File: config.mk
export PLATFORM = sky130hd
export DESIGN_NAME = multiplication
export DESIGN_NICKNAME = d
export VERILOG_FILES = /design/src/rtl/fp_pkg.sv /design/src/rtl/mantissa_mul24.sv /design/src/rtl/multiplication.sv
export SDC_FILE = /design/constraint.sdc
export NUM_CORES = 2
export LEC_CHECK = 0
export BUFFER_PORTS_ARGS = -buffer_cell sky130_fd_sc_hd__buf_2
export CORE_MARGIN = 1
export CORE_UTILIZATION = 60
export DETAILED_ROUTE_END_ITERATION = 12
export GPL_TIMING_DRIVEN = 0
export MAX_ROUTING_LAYER = met4
export PLACE_DENSITY = 0.81
export SYNTH_ARGS = -nofsm -noshare
export SYNTH_HDL_FRONTEND = slang
export SYNTH_SLANG_ARGS = --single-unit
File: constraint.sdc
create_clock -name clk -period 12.3 [get_ports clk]
set_input_delay 0.615 -clock clk [delete_from_list [all_inputs] [get_ports clk]]
set_output_delay 0.615 -clock clk [all_outputs]
set_load 0.005 [all_outputs]
File: src/rtl/fp_pkg.sv
// Shared IEEE-754 single-precision field layout and exponent constants
// used by the multiplier datapath.
package fp_pkg;

  localparam int EXP_BIAS   = 127;
  localparam int EXP_MAX    = 255;

  localparam int SIGN_W     = 1;
  localparam int EXP_W      = 8;
  localparam int FRAC_W     = 23;
  localparam int SIG_W      = 24;
  localparam int PROD_W     = 2 * SIG_W;
  localparam int EXP_CALC_W = 10;

  localparam int SIGN_POS   = 31;
  localparam int EXP_MSB    = 30;
  localparam int EXP_LSB    = 23;
  localparam int FRAC_MSB   = 22;
  localparam int FRAC_LSB   = 0;

endpackage

File: src/rtl/mantissa_mul24.sv
// Unsigned 24x24 significand multiplier producing the full 48-bit product.
module mantissa_mul24
  import fp_pkg::*;
(
  input  logic [SIG_W-1:0]  a_i,
  input  logic [SIG_W-1:0]  b_i,
  output logic [PROD_W-1:0] product_o
);

  assign product_o = {{SIG_W{1'b0}}, a_i} * {{SIG_W{1'b0}}, b_i};

endmodule

File: src/rtl/multiplication.sv
// Single-precision floating-point multiplier with one cycle of latency;
// normalise, round-to-nearest (ties truncate), exponent and flag logic.
module multiplication
  import fp_pkg::*;
(
  input  logic        clk,
  input  logic        reset,
  input  logic [31:0] a_operand,
  input  logic [31:0] b_operand,
  input  logic        valid_in,
  output logic        valid_out,
  output logic [31:0] result,
  output logic        Exception,
  output logic        Overflow,
  output logic        Underflow
);

  logic [EXP_W-1:0]      expA, expB;
  logic [SIG_W-1:0]      sigA, sigB;
  logic [PROD_W-1:0]     product;
  logic                  sign, norm, roundUp, carry, isZero;
  logic [PROD_W-2:0]     normProd;
  logic [FRAC_W:0]       fracSum;
  logic [FRAC_W-1:0]     fraction;
  logic [EXP_CALC_W-1:0] expSum;

  logic [31:0] result_d, result_q;
  logic        exception_d, exception_q;
  logic        overflow_d, overflow_q;
  logic        underflow_d, underflow_q;
  logic        valid_q;

  assign expA = a_operand[EXP_MSB:EXP_LSB];
  assign expB = b_operand[EXP_MSB:EXP_LSB];
  // Denormals simply lose the hidden one; their exponent is left untouched.
  assign sigA = {|expA, a_operand[FRAC_MSB:FRAC_LSB]};
  assign sigB = {|expB, b_operand[FRAC_MSB:FRAC_LSB]};

  mantissa_mul24 u_mul (
    .a_i       (sigA),
    .b_i       (sigB),
    .product_o (product)
  );

  always_comb begin
    sign        = a_operand[SIGN_POS] ^ b_operand[SIGN_POS];
    norm        = product[PROD_W-1];
    normProd    = norm ? product[PROD_W-2:0] : {product[PROD_W-3:0], 1'b0};
    roundUp     = normProd[FRAC_W] & (|normProd[FRAC_W-1:0]);
    fracSum     = {1'b0, normProd[PROD_W-2:SIG_W]} + {{FRAC_W{1'b0}}, roundUp};
    carry       = fracSum[FRAC_W];
    fraction    = fracSum[FRAC_W-1:0];
    // Ten bits hold the full range -127..385 as a two's-complement value.
    expSum      = {2'b00, expA} + {2'b00, expB}
                + {{(EXP_CALC_W-1){1'b0}}, norm}
                + {{(EXP_CALC_W-1){1'b0}}, carry}
                - EXP_CALC_W'(EXP_BIAS);
    exception_d = (&expA) | (&expB);
    isZero      = (product == '0) & ~exception_d;
    overflow_d  = ($signed(expSum) >= $signed(EXP_CALC_W'(EXP_MAX))) & ~isZero;
    underflow_d = ($signed(expSum) <= $signed(EXP_CALC_W'(0))) & ~isZero;

    result_d = {sign, expSum[EXP_W-1:0], fraction};
    if (exception_d)     result_d = '0;
    else if (isZero)     result_d = {sign, {(EXP_W+FRAC_W){1'b0}}};
    else if (overflow_d) result_d = {sign, {EXP_W{1'b1}}, {FRAC_W{1'b0}}};
    else if (underflow_d) result_d = {sign, {(EXP_W+FRAC_W){1'b0}}};
  end

  always_ff @(posedge clk) begin
    if (reset) begin
      valid_q     <= 1'b0;
      result_q    <= '0;
      exception_q <= 1'b0;
      overflow_q  <= 1'b0;
      underflow_q <= 1'b0;
    end else begin
      valid_q <= valid_in;
      if (valid_in) begin
        result_q    <= result_d;
        exception_q <= exception_d;
        overflow_q  <= overflow_d;
        underflow_q <= underflow_d;
      end
    end
  end

  assign valid_out = valid_q;
  assign result    = result_q;
  assign Exception = exception_q;
  assign Overflow  = overflow_q;
  assign Underflow = underflow_q;

endmodule

==> summary.txt <==
DR iter-0 viols - 1750
Post-synth top flop - dfxtp_1
#FFs+latches synth - 36
Crit-path slowest cell - or4_1
clk sinks - 36
fill count - 3135
layout cell share with drive strength beyond 1 - 10.6%
DR vias - 20.1k
Arrival @ worst endpoint - 12.07 ns
DR WL/cell - 21.8 um
I/O pin cnt - 103
Post-synth EDFFs - 0
first-pass GRT wire length - 117 mm
initial antenna violation count - 5
first-pass iteration count of the detailed router - 9
die area - 0.0387 mm2
post-synth top area share - 42.6%
Tcrit/Tclk final - 96.7%
minimum clock period - 11.89 ns
Hold-fix buffers, CTS - 0
H-tree Lvls - 2
crit path kind - in2reg
synth warn - 0
Final Hold Vio Count - 0
most common cell in the netlist - inv_1
CTS Buffer Depth - 2
Slew Viols, Final - 0
clk_lat worst skew - 0.29 ns
nets - 3578
Vias/cell - 5.99
CP max stage delay - 0.57 ns
hold path cells - 2
reg2reg start - result[21]
Synth area leaders - fa_1, ha_1, inv_1
Hold EP - result[4]
PortBufs - 102
status - finished, final reports clean
Distinct cells, synth - 88
area leader, netlist - fa_1
fmax - 84.1 MHz
die height - 197 um
FF-to-FF path depth - 4
setup_tns - 0 ns
floorplan row count - 70
CP max FO - 10
HPWL Detailed - 62.0 mm
vias in the first global route - 20.9k
clk slew on worst S/H paths - 0.06 ns
Die W - 197 um
gr usage total - 40.9%
DP Area - 0.0239 mm2
Final setup viols - 0
sequential cell area fraction in the yosys report - 3.17%
HP Start - result[4]
max_cap viols - 0
area growth from synthesis to layout - 8.18%
Post-route DRC - 0
Post-Syn Area - 0.0227 mm2
largest net degree at the start of global routing - 13
cell mode on critical path - fa_1
Initial Utilization - 61.5%
final WL - 73.1 mm
crit start category - primary input
fraction of registers with async set/reset - 0%
Final Cell Area - 0.0246 mm2
worst path required time - 12.48 ns
Routability Congestion - 1.04
Avg Synthesized Cell Area - 8.38 um2
antenna-violating nets left - 0
HP Class - reg2reg
Critical R2R Capture - result[21]
flop2flop setup slack - 11.46 ns
CTS tree - yes
CP Capture Type - flip-flop
syn nets - 3454
cts bufs inserted - 5
gr ovfl total - 0
Post-Route Skew - 0 ns
core box area - 0.0370 mm2
Commonest cells post-synth - inv_1, fa_1, nand2_1
worst slew pin tran - 0.780 ns
CTS Root Buffer Type - clkbuf_16
Slew Limit Headroom - 47.6%
Gate Count Post-Synth - 2712
[placed cells by master, fill, tap and decap left out, types with 24 or more instances in the layout]
cell and instances:
dfxtp_1 36, and2_1 210, nand4_1 32, fa_1 476, nand3_1 28, xnor2_1 24, buf_2 119, a21oi_1 73
nor2_1 73, o21ai_0 46, ha_1 185, nand2_1 476, inv_1 546, clkbuf_2 64, buf_4 26, nor3_1 27
clkbuf_1 39
[area by class of cell]
cell class / count / area [um2] / area share, %
Clock inverter: 3 / 42.5 / 0.173
Antenna cell: 5 / 12.5 / 0.0509
Inverter: 547 / 2060 / 8.36
Clock buffer: 5 / 125 / 0.509
Tap cell: 504 / 631 / 2.56
Sequential cell: 36 / 721 / 2.93
Buffer: 143 / 767 / 3.12
Multi-Input combinational cell: 1980 / 19600 / 79.5
Timing Repair Buffer: 123 / 681 / 2.77
[per-layer routing]
metal / routed length, um / share of wire, % / vias up / global-route usage, %
li1: - / - / 8678 / -
met1: 26900 / 37 / 9966 / 50.6
met2: 34100 / 47 / 1162 / 65.0
met3: 7770 / 11 / 251 / 8.08
met4: 4280 / 5.9 / 0 / 19.0
met5: 0 / 0 / - / -
[worst max-delay path, delay by kind of cell]
family,cells,cell delay [ns]
buffers and inverters,12,1.62
and+or+nand+nor,15,3.60
muxes,1,0.19
xor gates and xnor gates,1,0.19
AOI/OAI and AO/OA,6,0.98
adders and majority gates,11,4.86
[state kept, by name (all words and copies together) (netlist names)]
| register | count |
|---|---|
| Overflow | 1 |
| Exception | 1 |
| result | 32 |
| Underflow | 1 |
| valid_out | 1 |
[kinds of logic after synthesis]
family	count (synthesis)	share of synthesized area (%)
XOR/XNOR	41	1.65
buffers and inverters	696	11.8
flip-flops	36	3.17
adder cells (fa/ha/maj)	675	53.1
AND/OR/NAND/NOR	954	20.4
AO/OA/AOI/OAI	294	9.16
multiplexers	16	0.754
[repair_timing]
| item | 4_1_cts | 5_1_grt |
|---|---|---|
| pin swaps | 6 | 12 |
| resized for setup | 60 | 153 |
| endpoints found under the setup margin | 33 | 32 |
| buffers inserted | 5 | 16 |
[through the flow]
step	utilization, %	worst slack [ns]	hold WS [ns]	cells
after floorplan	-	0.609	0.444	2712
after global placement	64.6	-2.01	0.437	3318
after detailed placement	64.6	-2.33	0.446	3318
after CTS	65.5	0.000686	0.467	3328
after global routing	66.5	-0.0595	0.485	3345
final	66.5	0.407	0.460	3346
[worst max-delay path by stage]
stage                       start    endpoint  slack, ns  cells after the start
global route        a_operand[29]  result[12]      -0.06                     46
detailed placement  b_operand[29]   result[8]      -2.33                     46
CTS                 a_operand[15]  result[12]     0.0007                     46
finish              a_operand[24]   result[6]       0.41                     46
floorplan           b_operand[29]  result[12]       0.61                     49
global placement    b_operand[26]   result[8]      -2.01                     48
Power is not shown: default switching activity piles up to over one toggle a cycle in this logic, so the estimate is an artifact.
